==> config.mk <==
export PLATFORM = sky130hd
export DESIGN_NAME = echo_cancel_sequencer
export DESIGN_NICKNAME = d
export VERILOG_FILES = /design/src/rtl/echo_cancel_sequencer.sv
export SDC_FILE = /design/constraint.sdc
export NUM_CORES = 1
export LEC_CHECK = 0
export BUFFER_PORTS_ARGS = -buffer_cell sky130_fd_sc_hd__clkbuf_2
export CORE_MARGIN = 2
export CORE_UTILIZATION = 26
export DETAILED_ROUTE_END_ITERATION = 8
export HOLD_SLACK_MARGIN = 0.02
export PLACE_DENSITY = 0.43
export SYNTH_ARGS = -nofsm -noshare
export SYNTH_HDL_FRONTEND = slang
export SYNTH_SLANG_ARGS = --single-unit
==> constraint.sdc <==
create_clock -name clk_operation -period 2.5 [get_ports clk_operation]
set_input_delay 0.125 -clock clk_operation [delete_from_list [all_inputs] [get_ports clk_operation]]
set_output_delay 0.125 -clock clk_operation [all_outputs]
set_load 0.01 [all_outputs]
==> src/rtl/echo_cancel_sequencer.sv <==
// Handshake-driven frame sequencer for the echo-cancellation datapath.
// One frame per sampling tick walks every channel through convert, adapt, cancel and output.

module echo_cancel_lane #(
    parameter int ITER_W = 13
) (
    input  logic              clk_i,
    input  logic              rst_ni,
    input  logic              latch_i,
    input  logic              clr_i,
    input  logic              inc_i,
    input  logic              freeze_i,
    input  logic [ITER_W-1:0] max_i,
    input  logic [15:0]       sig_i,
    input  logic [15:0]       lag_i,
    output logic [ITER_W-1:0] iter_o,
    output logic              adapting_o,
    output logic [15:0]       sig_o,
    output logic [15:0]       lag_o
);
    logic [ITER_W-1:0] iter_q, iter_d;
    logic [15:0]       sig_q, lag_q;

    always_comb begin
        iter_d = iter_q;
        // Clear wins over a same-cycle increment; the count saturates at all-ones.
        if (clr_i)
            iter_d = '0;
        else if (inc_i && (iter_q != '1))
            iter_d = iter_q + 1'b1;
    end

    always_ff @(posedge clk_i or negedge rst_ni) begin
        if (!rst_ni) begin
            iter_q <= '0;
            sig_q  <= '0;
            lag_q  <= '0;
        end else begin
            iter_q <= iter_d;
            if (latch_i) begin
                sig_q <= sig_i;
                lag_q <= lag_i;
            end
        end
    end

    assign iter_o     = iter_q;
    assign adapting_o = (iter_q < max_i) & ~freeze_i;
    assign sig_o      = sig_q;
    assign lag_o      = lag_q;
endmodule

module echo_cancel_sequencer #(
    parameter int NUM_CH  = 2,
    parameter int CNT_W   = 13,
    parameter int ITER_W  = 13,
    parameter int TIMEOUT = 1024,
    localparam int CH_W   = (NUM_CH > 1) ? $clog2(NUM_CH) : 1
) (
    input  logic                     clk_operation,
    input  logic                     rst_n,
    input  logic                     enable,
    input  logic [CNT_W-1:0]         sampling_cycle_counter,
    input  logic [ITER_W-1:0]        set_max_iteration,
    input  logic                     adapt_freeze,
    input  logic                     iter_clear,
    input  logic [16*NUM_CH-1:0]     sig16b,
    input  logic [16*NUM_CH-1:0]     sig16b_lag,
    output logic [CH_W-1:0]          ch_sel,
    output logic [15:0]              ch_sig16b,
    output logic [15:0]              ch_sig16b_lag,
    output logic                     conv_start,
    input  logic                     conv_done,
    output logic                     approx_start,
    input  logic                     approx_done,
    output logic                     cancel_start,
    input  logic                     cancel_done,
    output logic                     out_start,
    output logic                     out_sel,
    output logic [ITER_W*NUM_CH-1:0] iteration,
    output logic [NUM_CH-1:0]        adapting,
    output logic                     busy,
    output logic                     frame_done,
    output logic                     overrun,
    output logic                     timeout_err
);
    localparam int TMO_W = $clog2(TIMEOUT);

    typedef enum logic [2:0] {
        IDLE,
        CONVERT,
        ADAPT,
        CANCEL,
        OUTPUT,
        NEXT_CH
    } state_e;

    state_e            state_q, state_d;
    logic [CH_W-1:0]   ch_q, ch_d;
    logic [TMO_W-1:0]  tmo_q, tmo_d;
    logic              cap_q, cap_d;
    logic              ovr_q, ovr_d;
    logic              terr_q, terr_d;

    logic              tick_req, tick, latch;
    logic              in_stage, first, last, stage_done, stage_ok, tmo_fire;
    logic              last_ch;

    logic [NUM_CH-1:0][ITER_W-1:0] lane_iter;
    logic [NUM_CH-1:0][15:0]       lane_sig, lane_lag;

    assign tick_req = enable && (sampling_cycle_counter == '0);
    assign tick     = tick_req && (state_q == IDLE);
    assign latch    = tick;
    assign last_ch  = (ch_q == CH_W'(NUM_CH - 1));

    assign in_stage = (state_q == CONVERT) || (state_q == ADAPT) || (state_q == CANCEL);
    assign first    = (tmo_q == '0);
    assign last     = (tmo_q == TMO_W'(TIMEOUT - 1));

    always_comb begin
        stage_done = 1'b0;
        case (state_q)
            CONVERT: stage_done = conv_done;
            ADAPT:   stage_done = approx_done;
            CANCEL:  stage_done = cancel_done;
            default: stage_done = 1'b0;
        endcase
    end

    // A done arriving together with start belongs to a stale request and is ignored.
    assign stage_ok = in_stage && !first && stage_done;
    assign tmo_fire = in_stage && last && !stage_done;

    always_comb begin
        state_d = state_q;
        ch_d    = ch_q;
        cap_d   = cap_q;
        ovr_d   = ovr_q;
        terr_d  = terr_q;
        case (state_q)
            IDLE: begin
                if (tick) begin
                    ch_d    = '0;
                    state_d = CONVERT;
                end
            end
            CONVERT: begin
                if (stage_ok) begin
                    cap_d   = adapting[ch_q];
                    state_d = adapting[ch_q] ? ADAPT : CANCEL;
                end
            end
            ADAPT:   if (stage_ok) state_d = CANCEL;
            CANCEL:  if (stage_ok) state_d = OUTPUT;
            OUTPUT:  state_d = NEXT_CH;
            NEXT_CH: begin
                if (last_ch) begin
                    state_d = IDLE;
                end else begin
                    ch_d    = ch_q + 1'b1;
                    state_d = CONVERT;
                end
            end
            default: state_d = IDLE;
        endcase

        // A stalled stage abandons the channel: no output load, no count.
        if (tmo_fire) begin
            state_d = NEXT_CH;
            terr_d  = 1'b1;
        end
        if (tick_req && (state_q != IDLE))
            ovr_d = 1'b1;
        if (iter_clear) begin
            ovr_d  = 1'b0;
            terr_d = 1'b0;
        end

        tmo_d = (in_stage && (state_d == state_q)) ? tmo_q + 1'b1 : '0;
    end

    always_ff @(posedge clk_operation or negedge rst_n) begin
        if (!rst_n) begin
            state_q <= IDLE;
            ch_q    <= '0;
            tmo_q   <= '0;
            cap_q   <= 1'b0;
            ovr_q   <= 1'b0;
            terr_q  <= 1'b0;
        end else begin
            state_q <= state_d;
            ch_q    <= ch_d;
            tmo_q   <= tmo_d;
            cap_q   <= cap_d;
            ovr_q   <= ovr_d;
            terr_q  <= terr_d;
        end
    end

    for (genvar k = 0; k < NUM_CH; k++) begin : g_lane
        echo_cancel_lane #(.ITER_W(ITER_W)) u_lane (
            .clk_i      (clk_operation),
            .rst_ni     (rst_n),
            .latch_i    (latch),
            .clr_i      (iter_clear),
            .inc_i      ((state_q == OUTPUT) && cap_q && (ch_q == CH_W'(k))),
            .freeze_i   (adapt_freeze),
            .max_i      (set_max_iteration),
            .sig_i      (sig16b[16*k +: 16]),
            .lag_i      (sig16b_lag[16*k +: 16]),
            .iter_o     (lane_iter[k]),
            .adapting_o (adapting[k]),
            .sig_o      (lane_sig[k]),
            .lag_o      (lane_lag[k])
        );
    end

    assign iteration     = lane_iter;
    assign ch_sel        = ch_q;
    assign ch_sig16b     = lane_sig[ch_q];
    assign ch_sig16b_lag = lane_lag[ch_q];

    assign conv_start    = (state_q == CONVERT) && first;
    assign approx_start  = (state_q == ADAPT)   && first;
    assign cancel_start  = (state_q == CANCEL)  && first;
    assign out_start     = (state_q == OUTPUT);
    assign out_sel       = (state_q == OUTPUT) && !cap_q;
    assign frame_done    = (state_q == NEXT_CH) && last_ch;
    assign busy          = (state_q != IDLE);
    assign overrun       = ovr_q;
    assign timeout_err   = terr_q;
endmodule

==> results of run 1 <==
power groups by stage:
| stage | clock [mW] | combinational, mW | sequential [mW] |
|---|---|---|---|
| floorplan | 0 | 0.586 | 1.88 |
| global placement | 0 | 0.870 | 1.92 |
| detailed placement | 0 | 0.878 | 1.92 |
| CTS | 1.72 | 0.961 | 1.89 |
| global route | 1.78 | 1.05 | 1.90 |
| finish | 1.64 | 0.943 | 1.88 |
worst min-delay path, cell delays in order:
cell	delay, ns
clkbuf_2	0.07
nor2_1	0.03
nand4_1	0.18
nor2b_1	0.10
nor2_1	0.08
nor2_1	0.04
through the flow:
step / instances / worst slack, ns / hold slack [ns] / power, mW / instance area, um2
after floorplan: 504 / 0.6027 / -0.1706 / 2.463 / 5715
after global placement: 938 / 0.4679 / 0.3278 / 2.789 / 6854
after detailed placement: 938 / 0.4195 / 0.3329 / 2.798 / 6854
after CTS: 1019 / 0.2244 / 0.3035 / 4.570 / 7849
after global routing: 1019 / 0.09769 / 0.3494 / 4.725 / 7849
final: 1019 / 0.2417 / 0.3193 / 4.470 / 7849
registers in the layout (all words and copies together) (netlist names):
register / cells
overrun: 1
tmo_q: 10
g_lane.u_lane.lag_o: 32
cap_q: 1
ch_sel: 1
timeout_err: 1
g_lane.u_lane.sig_o: 32
state_q: 3
g_lane.u_lane.iter_o: 26
cell families after synthesis:
kind of cell / count (synthesis) / synth area share (%)
and+or+nand+nor: 156 / 14.23
DFF: 107 / 46.85
muxes: 101 / 19.83
buffers and inverters: 45 / 4.028
AOI/OAI and AO/OA: 37 / 4.334
xor gates and xnor gates: 30 / 4.597
adders and majority gates: 28 / 6.130
final cells by class:
class	count	area [um2]	share of cell area [%]
multi-input cells	352	2815	35.87
repair buffers	239	1567	19.96
clock inverters	7	118.9	1.514
inverters	25	93.84	1.196
flip-flops and latches	107	2679	34.13
clock buffers	9	225.2	2.869
well taps	280	350.3	4.464
cell usage in the layout (no fill, tap or decap), drive strengths merged, types with 13 or more instances in the layout:
cell / count
clkbuf: 175
dfrtp: 107
mux2: 98
dlygate4sd3: 65
nor2: 56
ha: 28
inv: 28
nand2: 27
xnor2: 19
nor3: 18
nand3: 16
a21oi: 13
metal layers:
| layer | global-route usage [%] | up-vias |
|---|---|---|
| met3 | 4.380 | 9 |
| met2 | 23.38 | 121 |
| li1 | - | 2218 |
| met1 | 16.21 | 2191 |
| met5 | 0 | - |
| met4 | 3.071 | 0 |
worst max path at each step:
stage / from / endpoint / depth (start not counted)
floorplan: g_lane[1].u_lane.iter_o[2] / cap_q / 7
CTS: g_lane[1].u_lane.iter_o[2] / adapting[1] / 7
global route: g_lane[1].u_lane.iter_o[2] / adapting[1] / 7
global placement: g_lane[1].u_lane.iter_o[2] / cap_q / 7
finish: g_lane[1].u_lane.iter_o[2] / adapting[1] / 7
detailed placement: g_lane[1].u_lane.iter_o[2] / cap_q / 7
==> results.cfg, run 1 <==
[floorplan]
dieArea_um2 = 23180
die_w_um = 152.3
die_h_um = 152.3
start_util_pct = 26.35
row_count = 54
io_pins = 168
core_um2 = 21690

[setup_path]
worstRegToRegCells = 7
critPathMaxFanout = 5
worstPathCellList = ha_1, nand2_1, o21ai_0, nand3_1, a2111oi_2, nor2b_1, clkbuf_2
r2r-start = g_lane[1].u_lane.iter_o[2]
cp.required_ns = 2.38
cp_slowest_stage_delay_ns = 0.44
critPathLaunchType = register
crit_type = reg -> out
arrival_ns = 2.13
worstReg2RegEnd = cap_q
crit_family = compound AO/OA/AOI/OAI gates
r2r_slack_ns = 0.42
slowest_stage = a2111oi_2
timing.critical_path.buf_inv = 1
critPathCaptureType = output pin

[pwr]
power_frac_clock_pct = 36.7
p_int_mw = 3.145
p_per_area_nw_per_um2 = 569.5
power_frac_comb_pct = 21.1
switching_share_pct = 29.64
ir_drop_v = 0.0003399
seqPwrFrac_pct = 42.2
p_sw_mw = 1.325
p_leak_nw = 3.995

[clock_network]
clk_path_buf_depth = 2
ctsResizeCount = 0
clk_pin_slew_ns = 0.07
cts_setup_buffers = 0
clk_latency_ns = 0.36
cts_buffers = 9
cts_hold_buf = 65
cts_sinks = 107
ctsHtreeMaxLevel = 3
cts_root_buf = clkbuf_16
cts_tree = yes

[synthesis]
synth_warnings = 0
netlist_top_cells_area = dfrtp_1 47%, mux2_2 18%, ha_1 6.1%
async_flop_share_pct = 100.0
synth_top_area_share_pct = 46.85
yosysMostFrequentCell = dfrtp_1
synth_seq_area_share_pct = 46.85
ys_seq_elements = 107
synth-main-ff-cell = dfrtp_1
syn-cell-area_um2 = 5715
netlist_instances = 504
ys_top_cells_by_count = 107 x dfrtp_1, 90 x mux2_2, 54 x nor2_1
synth_fp_nets = 630
syn_avg_cell_area_um2 = 11.34
synth_top_area_cell = dfrtp_1
synth_cell_types = 51
synth_edf_count = 0

[sta]
worst_slew_pin_slew_ns = 0.9360
grt_setup_unrepaired = false
slew_violations = 0
skew_ns = 0.01338
min_period_over_period_pct = 90.33
max_freq_mhz = 442.8
finalSetupTns_ns = 0
setup_viol = 0
slew_headroom_pct = 37.60
layout_min_cycle_time_ns = 2.258
final_hold_viol_count = 0

[routing]
drcViolationCount = 0
drt_first_pass_iters = 4
ant_nets = 0
met1_length_um = 6549
drt_iter0_drc = 149
vias = 4539
wl_met3_um = 999
routed-wl-met2_um = 7270
avgViaCountPerCell = 4.454
top_layer_used = met4
wl_um = 14970
post_drt_wl_per_cell_um = 14.69

[placement]
hpwl_um = 10910
gp_congestion = 0.7814
port_buffers = 167

[cells_and_area]
final_nets = 860
n_antenna_cell = 0
final_util_pct = 36.19
fillerInstances = 2175
syn2layout_area_growth_pct = 37.32
drive_gt1_share_pct = 40.19

[global_routing]
grt_max_degree = 68
antenna_found_initial = 0
grt-ovfl-total = 0
first_global_vias = 4940
grt_pass1_wl_um = 25360
grt_usage_pct = 13.45

[min_path]
hold_depth = 6
holdCritStartpoint = sampling_cycle_counter[7]
worstHoldEndpoint = overrun
hp-class = in -> reg

[status]
status = complete, no violations

[job]
maxCapViolations = 0
(Power assumes the default switching activity.)
==> run 2: changes to the inputs <==
--- a/config.mk
+++ b/config.mk
@@ -6,6 +6,7 @@
 export NUM_CORES = 1
 export LEC_CHECK = 0
 export BUFFER_PORTS_ARGS = -buffer_cell sky130_fd_sc_hd__clkbuf_2
+export CORE_ASPECT_RATIO = 1.4
 export CORE_MARGIN = 2
 export CORE_UTILIZATION = 26
 export DETAILED_ROUTE_END_ITERATION = 8
==> run 2 against run 1 <==
Net effect: clock-buffer cell count stayed put; total power is 4.0% lower; register-to-register slack better by 0.05 ns; hold slack worse by 0.031 ns; clock skew is 0.0046 ns lower; highest routed layer unchanged; combinational power is 3.4% higher; critical path type unchanged; global-route usage is 0.18 points higher; fmax is 3.3% higher; critical endpoint unchanged; utilization is 0.096 points lower; via count is 0.29% lower; sequential cell count stayed put; setup slack better by 0.073 ns.
==> results.cfg, run 2 (synthesis gave the netlist of run 1 again) <==
[pwr]
ir_drop_v = 0.0003430
p_leak_nw = 3.976
total_power_mw = 4.291
p_per_area_nw_per_um2 = 547.8

[placement]
port_buffers = 167
hpwl_um = 11450
gp_congestion = 0.7964
dp_slack_ns = 0.4439

[clock_network]
ctsHtreeMaxLevel = 3
clk_path_buf_depth = 2
cts_buffers = 9
clk_pin_slew_ns = 0.08
clk_latency_ns = 0.35
cts_tree = yes
ctsResizeCount = 0
cts_root_buf = clkbuf_16
cts_sinks = 107

[sta]
worst_slew_pin_slew_ns = 0.6162
slew_violations = 0
slew_headroom_pct = 58.92
min_period_over_period_pct = 87.41
finalSetupTns_ns = 0
grt_setup_unrepaired = false
layout_min_cycle_time_ns = 2.185
skew_ns = 0.008772
setup_viol = 0
setup_slack_ns = 0.3147
max_freq_mhz = 457.6
final_hold_viol_count = 0

[setup_path]
cp.required_ns = 2.38
critPathLaunchType = register
arrival_ns = 2.06
critPathMaxFanout = 5
critPathCaptureType = output pin
crit_type = reg -> out

[floorplan]
row_count = 64
dieArea_um2 = 23200
io_pins = 168
die_w_um = 129.3
core_um2 = 21700
die_h_um = 179.4
start_util_pct = 26.34

[global_routing]
grt_usage_pct = 13.63
grt_pass1_wl_um = 25100
first_global_vias = 4925
grt_max_degree = 65
grt-ovfl-total = 0
antenna_found_initial = 0

[cells_and_area]
layout_common_cells = 166 x clkbuf_2, 106 x dfrtp_1, 90 x mux2_2
drive_gt1_share_pct = 40.19
final_nets = 860
syn2layout_area_growth_pct = 37.04
n_antenna_cell = 0
final_common_cell = clkbuf_2

[routing]
post_drt_wl_per_cell_um = 14.79
wl_um = 15330
ant_nets = 0
wl_met3_um = 957
drt_iter0_drc = 140
top_layer_used = met4
vias = 4526
avgViaCountPerCell = 4.369
drcViolationCount = 0
met1_length_um = 6182
routed-wl-met2_um = 8049
drt_first_pass_iters = 4

[status]
status = complete, no violations

[min_path]
hp-class = in -> async

[job]
maxCapViolations = 0
run 2: cell count changes in the layout (fill, tap and decap cells not counted), sizes merged:
cell / change
bufinv: -2
clkinv: +2
run 2: where the power goes:
part / total, mW / leakage [nW] / switching (mW) / internal (mW)
clock network: 1.46 / 0.150 / 0.744 / 0.716
logic: 0.975 / 2.34 / 0.529 / 0.447
registers: 1.86 / 1.49 / 0.0655 / 1.79
run 2: layer usage:
layer / up-vias / GRT usage (%)
li1: 2217 / -
met1: 2170 / 15.70
met2: 133 / 24.84
met3: 6 / 3.452
met4: 0 / 3.261
met5: - / 0
run 2: final cells by class:
| cell class | instances | area [um2] |
|---|---|---|
| Multi-Input combinational cell | 352 | 2815 |
| Inverter | 25 | 93.84 |
| Clock inverter | 7 | 81.33 |
| Clock buffer | 9 | 225.2 |
| Tap cell | 297 | 371.6 |
| Fill cell | 2183 | 13870 |
| Timing Repair Buffer | 239 | 1567 |
| Sequential cell | 107 | 2679 |
run 2: worst paths after layout:
check	startpoint	end	slack [ns]	cells past startpoint
worst max-delay path	g_lane[1].u_lane.iter_o[2]	adapting[1]	0.31	7
worst min-delay path	rst_n	g_lane[0].u_lane.lag_o[14]	0.29	2
worst max register to register	g_lane[1].u_lane.iter_o[2]	cap_q	0.47	7
worst min register to register	tmo_q[0]	tmo_q[0]	0.48	1
max in group asynchronous	rst_n	g_lane[1].u_lane.sig_o[15]	1.52	3
min in group clk_operation	cancel_done	state_q[0]	0.30	5
run 2: metrics by stage:
step                      instances  hold WS [ns]  util [%]  instance area, um2
after floorplan                 504       -0.1706         -                5715
after CTS                      1036        0.2868     36.09                7833
after global routing           1036        0.3433     36.09                7833
after global placement          955        0.1105     31.68                6875
final                          1036        0.2885     36.09                7833
after detailed placement        955        0.1127     31.68                6875
run 2: what timing repair did:
item,CTS,global route
buffers inserted,0,0
hold endpoints to repair,96,0
hold buffers,65,0
run 2: worst max-delay path: stages, from the launching register on:
cell       delay [ns]
dfrtp_1          0.45
ha_1             0.32
nand2_1          0.05
o21ai_0          0.14
nand3_1          0.11
a2111oi_2        0.41
nor2b_1          0.09
clkbuf_2         0.15
